`src/rtl/snake_pkg.sv`:
```
// -----------------------------------------------------------------------------
// snake_pkg
//   Definitions shared by the snake game core, the tick generator and the
//   direction controller: direction codes, the opposite-direction rule,
//   game-phase encoding and the button index map used by the controller.
// -----------------------------------------------------------------------------
package snake_pkg;

  // Direction codes as seen on the core's 2-bit dir input.
  localparam logic [1:0] DIR_UP    = 2'b00;
  localparam logic [1:0] DIR_RIGHT = 2'b01;
  localparam logic [1:0] DIR_DOWN  = 2'b10;
  localparam logic [1:0] DIR_LEFT  = 2'b11;

  // Positions of the five buttons in the controller's internal vectors.
  localparam int BTN_U  = 0;
  localparam int BTN_R  = 1;
  localparam int BTN_D  = 2;
  localparam int BTN_L  = 3;
  localparam int BTN_C  = 4;
  localparam int NUM_BTN = 5;

  // Game phase.
  typedef enum logic [1:0] {
    ST_IDLE = 2'b00,
    ST_RUN  = 2'b01,
    ST_OVER = 2'b10
  } game_state_t;

  // The encoding places opposite directions two apart, so flipping the MSB
  // turns a direction into its reverse.
  function automatic logic [1:0] opposite_dir(input logic [1:0] d);
    return d ^ 2'b10;
  endfunction

  // Resolve simultaneous direction press events: U > R > D > L.
  // ev bit order follows the BTN_* indices {L, D, R, U}.
  function automatic logic [1:0] prio_dir(input logic [3:0] ev);
    logic [1:0] d;
    if (ev[BTN_U])      d = DIR_UP;
    else if (ev[BTN_R]) d = DIR_RIGHT;
    else if (ev[BTN_D]) d = DIR_DOWN;
    else                d = DIR_LEFT;
    return d;
  endfunction

endpackage : snake_pkg

```
`src/rtl/btn_debounce.sv`:
```
// -----------------------------------------------------------------------------
// btn_debounce
//   Conditions one raw push-button: two-flop synchroniser, stability counter,
//   debounced level and a one-cycle press pulse on its 0->1 transition.
//
//   Ports
//     CLK_100MHz : system clock
//     Reset      : synchronous, active-high
//     btn_raw    : raw asynchronous button, active-high
//     press      : one-cycle pulse when the debounced level rises
//
//   The debounced level changes only after the synchronised input has
//   disagreed with it for DEBOUNCE_CYCLES consecutive cycles. 2**CNT_W must
//   exceed DEBOUNCE_CYCLES.
// -----------------------------------------------------------------------------
module btn_debounce #(
  parameter int unsigned DEBOUNCE_CYCLES = 1_000_000,
  parameter int unsigned CNT_W           = 20
) (
  input  logic CLK_100MHz,
  input  logic Reset,
  input  logic btn_raw,
  output logic press
);

  localparam logic [CNT_W-1:0] CNT_LAST = CNT_W'(DEBOUNCE_CYCLES - 1);

  logic             sync1_q, sync2_q;
  logic             stable_q, stable_d;
  logic             stable_dly_q;
  logic [CNT_W-1:0] cnt_q, cnt_d;
  logic             press_q, press_d;

  // NOTE: every variable assigned in an always_comb gets a default at the top
  // of the block so no path leaves it unassigned, which would infer a latch.
  always_comb begin
    stable_d = stable_q;
    cnt_d    = '0;
    if (sync2_q != stable_q) begin
      if (cnt_q == CNT_LAST) begin
        // Held long enough: accept the new level. The counter clears here
        // rather than wrapping.
        stable_d = sync2_q;
        cnt_d    = '0;
      end else begin
        cnt_d = cnt_q + CNT_W'(1);
      end
    end
    // Rising edge of the debounced level, taken one cycle after the flip.
    press_d = stable_q & ~stable_dly_q;
  end

  // NOTE: sequential state uses non-blocking assignments only, so every flop
  // samples the pre-edge values of the others regardless of statement order.
  // NOTE: reset is synchronous here; it is only seen on a clock edge.
  always_ff @(posedge CLK_100MHz) begin
    if (Reset) begin
      sync1_q      <= 1'b0;
      sync2_q      <= 1'b0;
      stable_q     <= 1'b0;
      stable_dly_q <= 1'b0;
      cnt_q        <= '0;
      press_q      <= 1'b0;
    end else begin
      sync1_q      <= btn_raw;
      sync2_q      <= sync1_q;
      stable_q     <= stable_d;
      stable_dly_q <= stable_q;
      cnt_q        <= cnt_d;
      press_q      <= press_d;
    end
  end

  assign press = press_q;

endmodule : btn_debounce

```
`src/rtl/snake_dir_ctrl.sv`:
```
// -----------------------------------------------------------------------------
// snake_dir_ctrl
//   Input-conditioning stage in front of the snake game core. Debounces the
//   five buttons, buffers one pending direction request between game ticks,
//   drops 180-degree reversals, and produces the core's dir and Go signals.
//   A small IDLE/RUN/OVER machine follows the game phase from gameOver.
//
//   Ports
//     CLK_100MHz           : system clock
//     Reset                : synchronous, active-high
//     btnU/btnR/btnD/btnL  : raw direction buttons, active-high
//     btnC                 : raw start button, active-high
//     tick                 : one-cycle pulse, one snake move
//     gameOver             : collision flag from the game core
//     dir                  : committed direction (00 U, 01 R, 10 D, 11 L)
//     Go                   : one-cycle start pulse on IDLE -> RUN
// -----------------------------------------------------------------------------
module snake_dir_ctrl
  import snake_pkg::*;
#(
  parameter int unsigned DEBOUNCE_CYCLES = 1_000_000,
  parameter int unsigned CNT_W           = 20
) (
  input  logic       CLK_100MHz,
  input  logic       Reset,
  input  logic       btnU,
  input  logic       btnR,
  input  logic       btnD,
  input  logic       btnL,
  input  logic       btnC,
  input  logic       tick,
  input  logic       gameOver,
  output logic [1:0] dir,
  output logic       Go
);

  // ---------------------------------------------------------------------------
  // Button conditioning
  // ---------------------------------------------------------------------------
  logic [NUM_BTN-1:0] btn_raw;
  logic [NUM_BTN-1:0] press;

  assign btn_raw[BTN_U] = btnU;
  assign btn_raw[BTN_R] = btnR;
  assign btn_raw[BTN_D] = btnD;
  assign btn_raw[BTN_L] = btnL;
  assign btn_raw[BTN_C] = btnC;

  for (genvar i = 0; i < NUM_BTN; i++) begin : g_btn
    btn_debounce #(
      .DEBOUNCE_CYCLES (DEBOUNCE_CYCLES),
      .CNT_W           (CNT_W)
    ) u_db (
      .CLK_100MHz (CLK_100MHz),
      .Reset      (Reset),
      .btn_raw    (btn_raw[i]),
      .press      (press[i])
    );
  end

  logic [3:0] dir_ev;
  logic       any_dir_ev;
  logic [1:0] req_dir;

  assign dir_ev     = press[BTN_L:BTN_U];
  assign any_dir_ev = |dir_ev;
  assign req_dir    = prio_dir(dir_ev);

  // ---------------------------------------------------------------------------
  // Game phase, pending buffer and outputs
  // ---------------------------------------------------------------------------
  game_state_t state_q, state_d;
  logic [1:0]  dir_q, dir_d;
  logic        go_q, go_d;
  logic        pend_v_q, pend_v_d;
  logic [1:0]  pend_d_q, pend_d_d;

  always_comb begin
    state_d  = state_q;
    dir_d    = dir_q;
    go_d     = 1'b0;
    pend_v_d = pend_v_q;
    pend_d_d = pend_d_q;

    unique case (state_q)
      ST_IDLE: begin
        // Direction presses and ticks have no effect before the game starts.
        pend_v_d = 1'b0;
        if (press[BTN_C]) begin
          go_d    = 1'b1;
          state_d = ST_RUN;
        end
      end

      ST_RUN: begin
        if (gameOver) begin
          state_d  = ST_OVER;
          dir_d    = DIR_RIGHT;
          pend_v_d = 1'b0;
        end else begin
          // The tick consumes whatever was pending before this edge.
          if (tick) begin
            if (pend_v_q && (pend_d_q != opposite_dir(dir_q))) begin
              dir_d = pend_d_q;
            end
            pend_v_d = 1'b0;
          end
          // A press in the same cycle survives the tick and waits for the
          // next one; a later press overwrites an earlier one.
          if (any_dir_ev) begin
            pend_d_d = req_dir;
            pend_v_d = 1'b1;
          end
        end
      end

      ST_OVER: begin
        dir_d    = DIR_RIGHT;
        pend_v_d = 1'b0;
        if (!gameOver) begin
          state_d = ST_IDLE;
        end
      end

      default: begin
        state_d  = ST_IDLE;
        dir_d    = DIR_RIGHT;
        pend_v_d = 1'b0;
      end
    endcase
  end

  always_ff @(posedge CLK_100MHz) begin
    if (Reset) begin
      state_q  <= ST_IDLE;
      dir_q    <= DIR_RIGHT;
      go_q     <= 1'b0;
      pend_v_q <= 1'b0;
      pend_d_q <= DIR_UP;
    end else begin
      state_q  <= state_d;
      dir_q    <= dir_d;
      go_q     <= go_d;
      pend_v_q <= pend_v_d;
      pend_d_q <= pend_d_d;
    end
  end

  assign dir = dir_q;
  assign Go  = go_q;

endmodule : snake_dir_ctrl

```
`config.mk`:
```
export PLATFORM = sky130hd
export DESIGN_NAME = snake_dir_ctrl
export DESIGN_NICKNAME = d
export VERILOG_FILES = /design/src/rtl/snake_pkg.sv /design/src/rtl/btn_debounce.sv /design/src/rtl/snake_dir_ctrl.sv
export SDC_FILE = /design/constraint.sdc
export NUM_CORES = 1
export LEC_CHECK = 0
export CAP_MARGIN = 20
export CORE_AREA = 5 5 113 115
export CTS_CLUSTER_DIAMETER = 150
export DETAILED_ROUTE_END_ITERATION = 8
export DIE_AREA = 0 0 118 120
export PLACE_DENSITY = 0.65
export SKIP_CTS_REPAIR_TIMING = 1
export SLEW_MARGIN = 20
export SYNTH_ARGS = -nofsm -noshare
export SYNTH_HDL_FRONTEND = slang
export SYNTH_SLANG_ARGS = --single-unit
```
`constraint.sdc`:
```
create_clock -name CLK_100MHz -period 2.4 [get_ports CLK_100MHz]
set_input_delay 0.48 -clock CLK_100MHz [delete_from_list [all_inputs] [get_ports CLK_100MHz]]
set_output_delay 0.48 -clock CLK_100MHz [all_outputs]
set_load 0.01 [all_outputs]
```
======== Yosys cells after proc, flatten, opt, wreduce, memory -nomap -nowiden ========
Cells that the tools add are included.
storage, ports and cells
  register bits after elaboration ......... 133
  bits in latches ......................... 0
  memory bits (writable) .................. 0
  ROM bits ................................ 0
  input port bits ......................... 9
  output and inout bits ................... 3
  logic and storage cells ................. 110
  memories kept ........................... 0
operators by class
  $add $sub $neg .......................... 5
  $mul .................................... 0
  divide/modulo/power cells ............... 0
  $lt $le $gt $ge ......................... 0
  eq/ne operators ......................... 18
  shift operators ......................... 0
  multiplexer cells ....................... 14
  bitwise logic cells ..................... 19
  reduce and logical (&&, ||, !) cells .... 19
operators by type and width
  kind                   count
  $add 20x1->20 const B  5
  $eq 20x20->1 const B   5
  $reduce_or 3->1        6
  $mux 2                 8
  $not 1->1              14
  $reduce_and 2->1       5
  $reduce_and 3->1       3
  $ne 3x3->1 const B     2
  $pmux 2 s3             1
  $and 1x1->1            5
  $ne 1x1->1             5
  $mux 1                 4
  $ne 2x2->1 const B     2
  $pmux 2 s2             1
  $reduce_or 4->1        1
  $eq 2x1->1 const B     1
  $eq 2x2->1 const B     1
  $logic_not 2->1        1
  $ne 2x1->1 const B     1
  $ne 2x2->1             1
  $reduce_bool 2->1      1
  $reduce_or 2->1        1
  $logic_and 1x1->1      1

======== Logic depth before layout (Yosys ltp) ========
Gate-level depths: netlist of run 1.
  word-level depth ........................ 7
  depth in mapped cells ................... 6
  mapped depth without buffers ............ 5

======== Hierarchy ========
A second synthesis of run 1 with hierarchy kept.
second synthesis, totals
  cells, all modules ...................... 636
  area total of the unflattened synthesis .. 5764.3 um^2
by module, submodules not included
  module          times used  cells each  area an instance (um^2)  sequential area each (um^2)
  btn_debounce    5           119         1074.8                   500.5
  snake_dir_ctrl  1           41          390.4                    160.2

======== Worst setup path before layout of run 1 ========
OpenSTA, ideal clock, no wires.
  path kind ............................... register -> register
  start ................................... register g_btn[2].u_db.cnt_q[15]
  end ..................................... register g_btn[2].u_db.cnt_q[12]
  library setup time ...................... 115 ps
  data arrival time ....................... 1849 ps
  required time ........................... 2285 ps
  slack ................................... 437 ps
  cell stages (with the launch flop) ...... 6
  path buffers ............................ 1
  clock period less this slack ............ 1963 ps
  path through ............................ dfxtp_1 -> or4_1 -> or4_4 -> o21ai_2 -> buf_6 -> nor2_1
on the way
  word-level cells in the longest chain between the ends .. 2
ends and longest elaborated chain
  element                    line                text
  start, declared            btn_debounce.sv:31  logic [CNT_W-1:0] cnt_q, cnt_d;
  start signal, assigned     btn_debounce.sv:69  cnt_q <= cnt_d;
  $eq 20x20->1               btn_debounce.sv:40  if (cnt_q == CNT_LAST) begin
  $reduce_or 3->1 (no line)  --
No other way between the ends.
A chain may end at the register's enable or synchronous reset.

======== Worst setup path in the final report of run 1 ========
  start ................................... register g_btn[4].u_db.cnt_q[10]
  end ..................................... register g_btn[4].u_db.cnt_q[13]
on the way
  word-level cells in the longest chain between the ends .. 2
  elaborated cells between the ends (all ways) .. 3
  those cells by class .................... 1 x add/sub; 1 x eq/ne; 1 x reduce/logical
ends and longest elaborated chain
  element                                                line
  start, declared                                        btn_debounce.sv:31
  start signal, assigned                                 btn_debounce.sv:69
  branches (longest 2 deep; another with $add 20x1->20)  --
Parallel ways; which one is timed is not known.

==> results of run 1 <==
-- synthesized netlist by cell type --
master and instances:
nand3_2 1, ha_1 5, a21boi_0 1, nor4b_1 1, or4b_1 6, nand2b_1 4
dfxtp_1 133, a21o_1 1, clkbuf_1 12, o21ai_0 30, nor3b_1 3, o21ai_1 2
and3_1 10, o21ai_4 1, buf_4 1, buf_2 6, xnor2_1 29, mux2_2 1
o31ai_1 12, a211oi_1 1, nor2b_1 21, a221oi_1 1, o21bai_1 1, and2_1 6
o21ai_2 2, nor4_1 7, or4_1 24, or3_1 29, nand3_1 43, inv_1 23
nand3b_1 2, nand4_1 18, mux2i_1 1, nor3_1 8, xor2_1 34, or4_4 3
nand2_1 27, or2_2 1, and4_1 6, nor2_1 77, nand4_2 1, a21oi_1 42
buf_6 2
-- registers in the layout (all words and copies together), names as in the netlist, 2 cells and up --
name,cells
g_btn.u_db.cnt_q,100
g_btn.u_db.press,5
g_btn.u_db.stable_dly_q,5
g_btn.u_db.stable_q,5
g_btn.u_db.sync1_q,5
g_btn.u_db.sync2_q,5
dir,2
pend_d_q,2
state_q,2
-- cell usage in the layout (no fill, tap or decap), types with 7 or more instances in the layout --
| master | n |
|---|---|
| nor4_1 | 7 |
| xor2_1 | 34 |
| or4_1 | 24 |
| or3_1 | 29 |
| nor2b_1 | 21 |
| nand3_1 | 43 |
| clkbuf_16 | 17 |
| inv_1 | 23 |
| dfxtp_1 | 133 |
| nor2_1 | 77 |
| o21ai_0 | 30 |
| o31ai_1 | 12 |
| and3_1 | 10 |
| nand2_1 | 27 |
| nand4_1 | 18 |
| clkdlybuf4s50_1 | 11 |
| xnor2_1 | 29 |
| nor3_1 | 8 |
| bufinv_16 | 7 |
| a21oi_1 | 42 |
-- layer usage --
metal / GRT usage, % / share of wire (%)
met4: 6.88 / 1.1
met2: 26.7 / 49
met5: 0 / 0
met3: 4.76 / 3.0
met1: 18.5 / 46
-- worst min-delay path by stage --
| stage | startpoint | to | slack [ns] | depth (start not counted) |
|---|---|---|---|---|
| global route | g_btn[0].u_db.stable_dly_q | g_btn[0].u_db.press | 0.40 | 1 |
| finish | g_btn[3].u_db.stable_dly_q | g_btn[3].u_db.press | 0.38 | 1 |
| detailed placement | g_btn[3].u_db.stable_dly_q | g_btn[3].u_db.press | 0.37 | 1 |
| CTS | g_btn[3].u_db.stable_dly_q | g_btn[3].u_db.press | 0.38 | 1 |
| global placement | g_btn[3].u_db.stable_dly_q | g_btn[3].u_db.press | 0.37 | 1 |
| floorplan | g_btn[0].u_db.stable_dly_q | g_btn[0].u_db.press | 0.37 | 1 |
-- cell type report --
type	instances	area (um^2)
repair buffers	17	168
clock buffers	19	443
inverters	23	86.3
multi-input cells	462	2810
clock inverters	13	253
fillers	1058	5100
flip-flops and latches	133	2660
well taps	147	184
-- per-stage QoR --
step | utilization, % | power, W
2_1_floorplan | - | 0.00231
3_3_place_gp | 50.5 | 0.00233
3_5_place_dp | 50.5 | 0.00233
4_1_cts | 56.4 | 0.00535
5_1_grt | 56.4 | 0.00546
6_report | 56.4 | 0.00529
-- logic make-up (layout without fill, tap and decap cells) --
group                    after synthesis  after routing  share of synthesized area [%]
AO/OA/AOI/OAI                         94             94                           9.41
XOR/XNOR                              63             63                           9.74
adder cells (fa/ha/maj)                5              5                           1.10
buffers and inverters                 44             72                           3.38
flip-flops                           133            133                           47.0
multiplexers                           2              2                          0.376
AND/OR/NAND/NOR                      298            298                           29.0
-- where the power goes --
| part | total, W | internal, W | switching [W] |
|---|---|---|---|
| clock network | 0.00301 | 0.00208 | 0.000928 |
| logic | 0.0000601 | 0.0000278 | 0.0000323 |
| registers | 0.00222 | 0.00222 | 0.00000516 |
==> run metrics, run 1 <==
deepest clock path buffer count 2; flops & latches, synth 133; share of post-route cells with drive strength above 1 7.05%; number of antenna-violating nets in the routed design 0; Placed Instances a little under 800; status finished clean; Core ar. 11700 um^2; hold slack final ~0.38 ns; endpoint kind of the worst setup timing path flip-flop; final weighted congestion in routability-driven placement 0.764; startpoint types flip-flop; min Tclk post-route 2.08 ns; maximum number of pins on one net before global-route repair 36; CTS HTree Levels 4; r2r startpoint g_btn[4].u_db.cnt_q[10]; count of different cell masters after synthesis 43; max-slew headroom at the worst pin 66.1%; fin. max-slew vios 0; overall fraction of global-route tracks in use 15.8%; power density normalized to cell area 801 nW/um^2; setup slack after layout 0.320 ns; overall routed net length 10500 um; Via-to-Cell Ratio 5.44; total DRC errors in the routed layout 0; number of antenna violations at the first check in global routing 0; WL/cell 12.8 um; clock tree from TritonCTS yes; slew at the pin closest to its max-slew limit 0.506 ns; detailed placement HPWL 7180 um; Yosys warning total 0; final cell area excluding filler cells 6610 um^2; cell type contributing the most total cell area after synthesis dfxtp_1; chain of cells forming the critical path or4b_1, or4_4, o21ai_4, a21oi_1; horizontal extent of the die between 100 and 150 um; die height 120 um; number of setup violations in the final report 0; WP data arrival roughly 2.4 ns; share of the clock period used by the worst path 86.7%; initial detailed-routing violation count ~220; CP Buf/Inv Count 0; Post-Syn Area 5660 um^2; post-synthesis net count 653; growth of design area from synthesis to finish 16.6%; sequential element share of the synthesized area a little under half; Critical Path Slowest Stage Cell or4_4; mean post-synth cell area just under 9 um^2; clock latency of the later-clocked register in the worst-skew pair between 0.4 and 0.5 ns; worst stage delay on the critical path 0.55 ns; start point of the critical path g_btn[4].u_db.cnt_q[10]; total die area 14200 um^2; site row count 40; number of buffers created by CTS 17; CP Data Required Time 2.67 ns; area share of the largest cell type after synthesis a little under half; # diodes 0; Fin Clk Skew approximately 0.0091 ns; FF-to-FF End g_btn[4].u_db.cnt_q[13]; instance count of the mapped netlist 639; peak fanout along the critical path 19; setup repair after global routing missed its margin no; setup TNS 0 ns; wire length of the first global-routing pass 18800 um; Reg2Reg Depth 4; Worst setup endpoint g_btn[4].u_db.cnt_q[13]; timing-limited maximum frequency between 0.4 and 0.5 GHz; WP depth 4; kind of path behind the tightest hold check flip-flop to flip-flop; remaining global-route overflow 0; clock-pin slew on the worst setup and hold paths 0.06 ns; worst setup slack after placement approximately 0.33 ns; Hold Violations, Final 0; total clock sinks 133; I/O pins 12; first-pass detailed-route iteration total 4; maximum ir drop on the vdd rail 0.719 mV; via count between 4000 and 5000; leakage dissipation 2.08 nW; Crit path max-delay family simple AND/OR/NAND/NOR gates; setup slack, reg-to-reg about 0.32 ns; number of global-route vias before repair 4346; standard cell area after detailed placement 5910 um^2; main area contributors after synthesis dfxtp_1 (47%), xor2_1 (5.3%), nor2_1 (5.1%); port bufs 11; type of the worst setup path flip-flop to flip-flop; starting density of the core 48.4%; Final Non-Filler Cells 814; root buffer cell clkbuf_16; reported max-cap violation count 0; Layout Nets 668
(Power assumes the default switching activity.)
==> run 2, diff against run 1 <==
--- a/config.mk
+++ b/config.mk
@@ -16,3 +16,4 @@
 export SYNTH_ARGS = -nofsm -noshare
 export SYNTH_HDL_FRONTEND = slang
 export SYNTH_SLANG_ARGS = --single-unit
+export TNS_END_PERCENT = 1
==> results of run 2 <==
Final layout, timing and power as in run 1 (identical DEF).
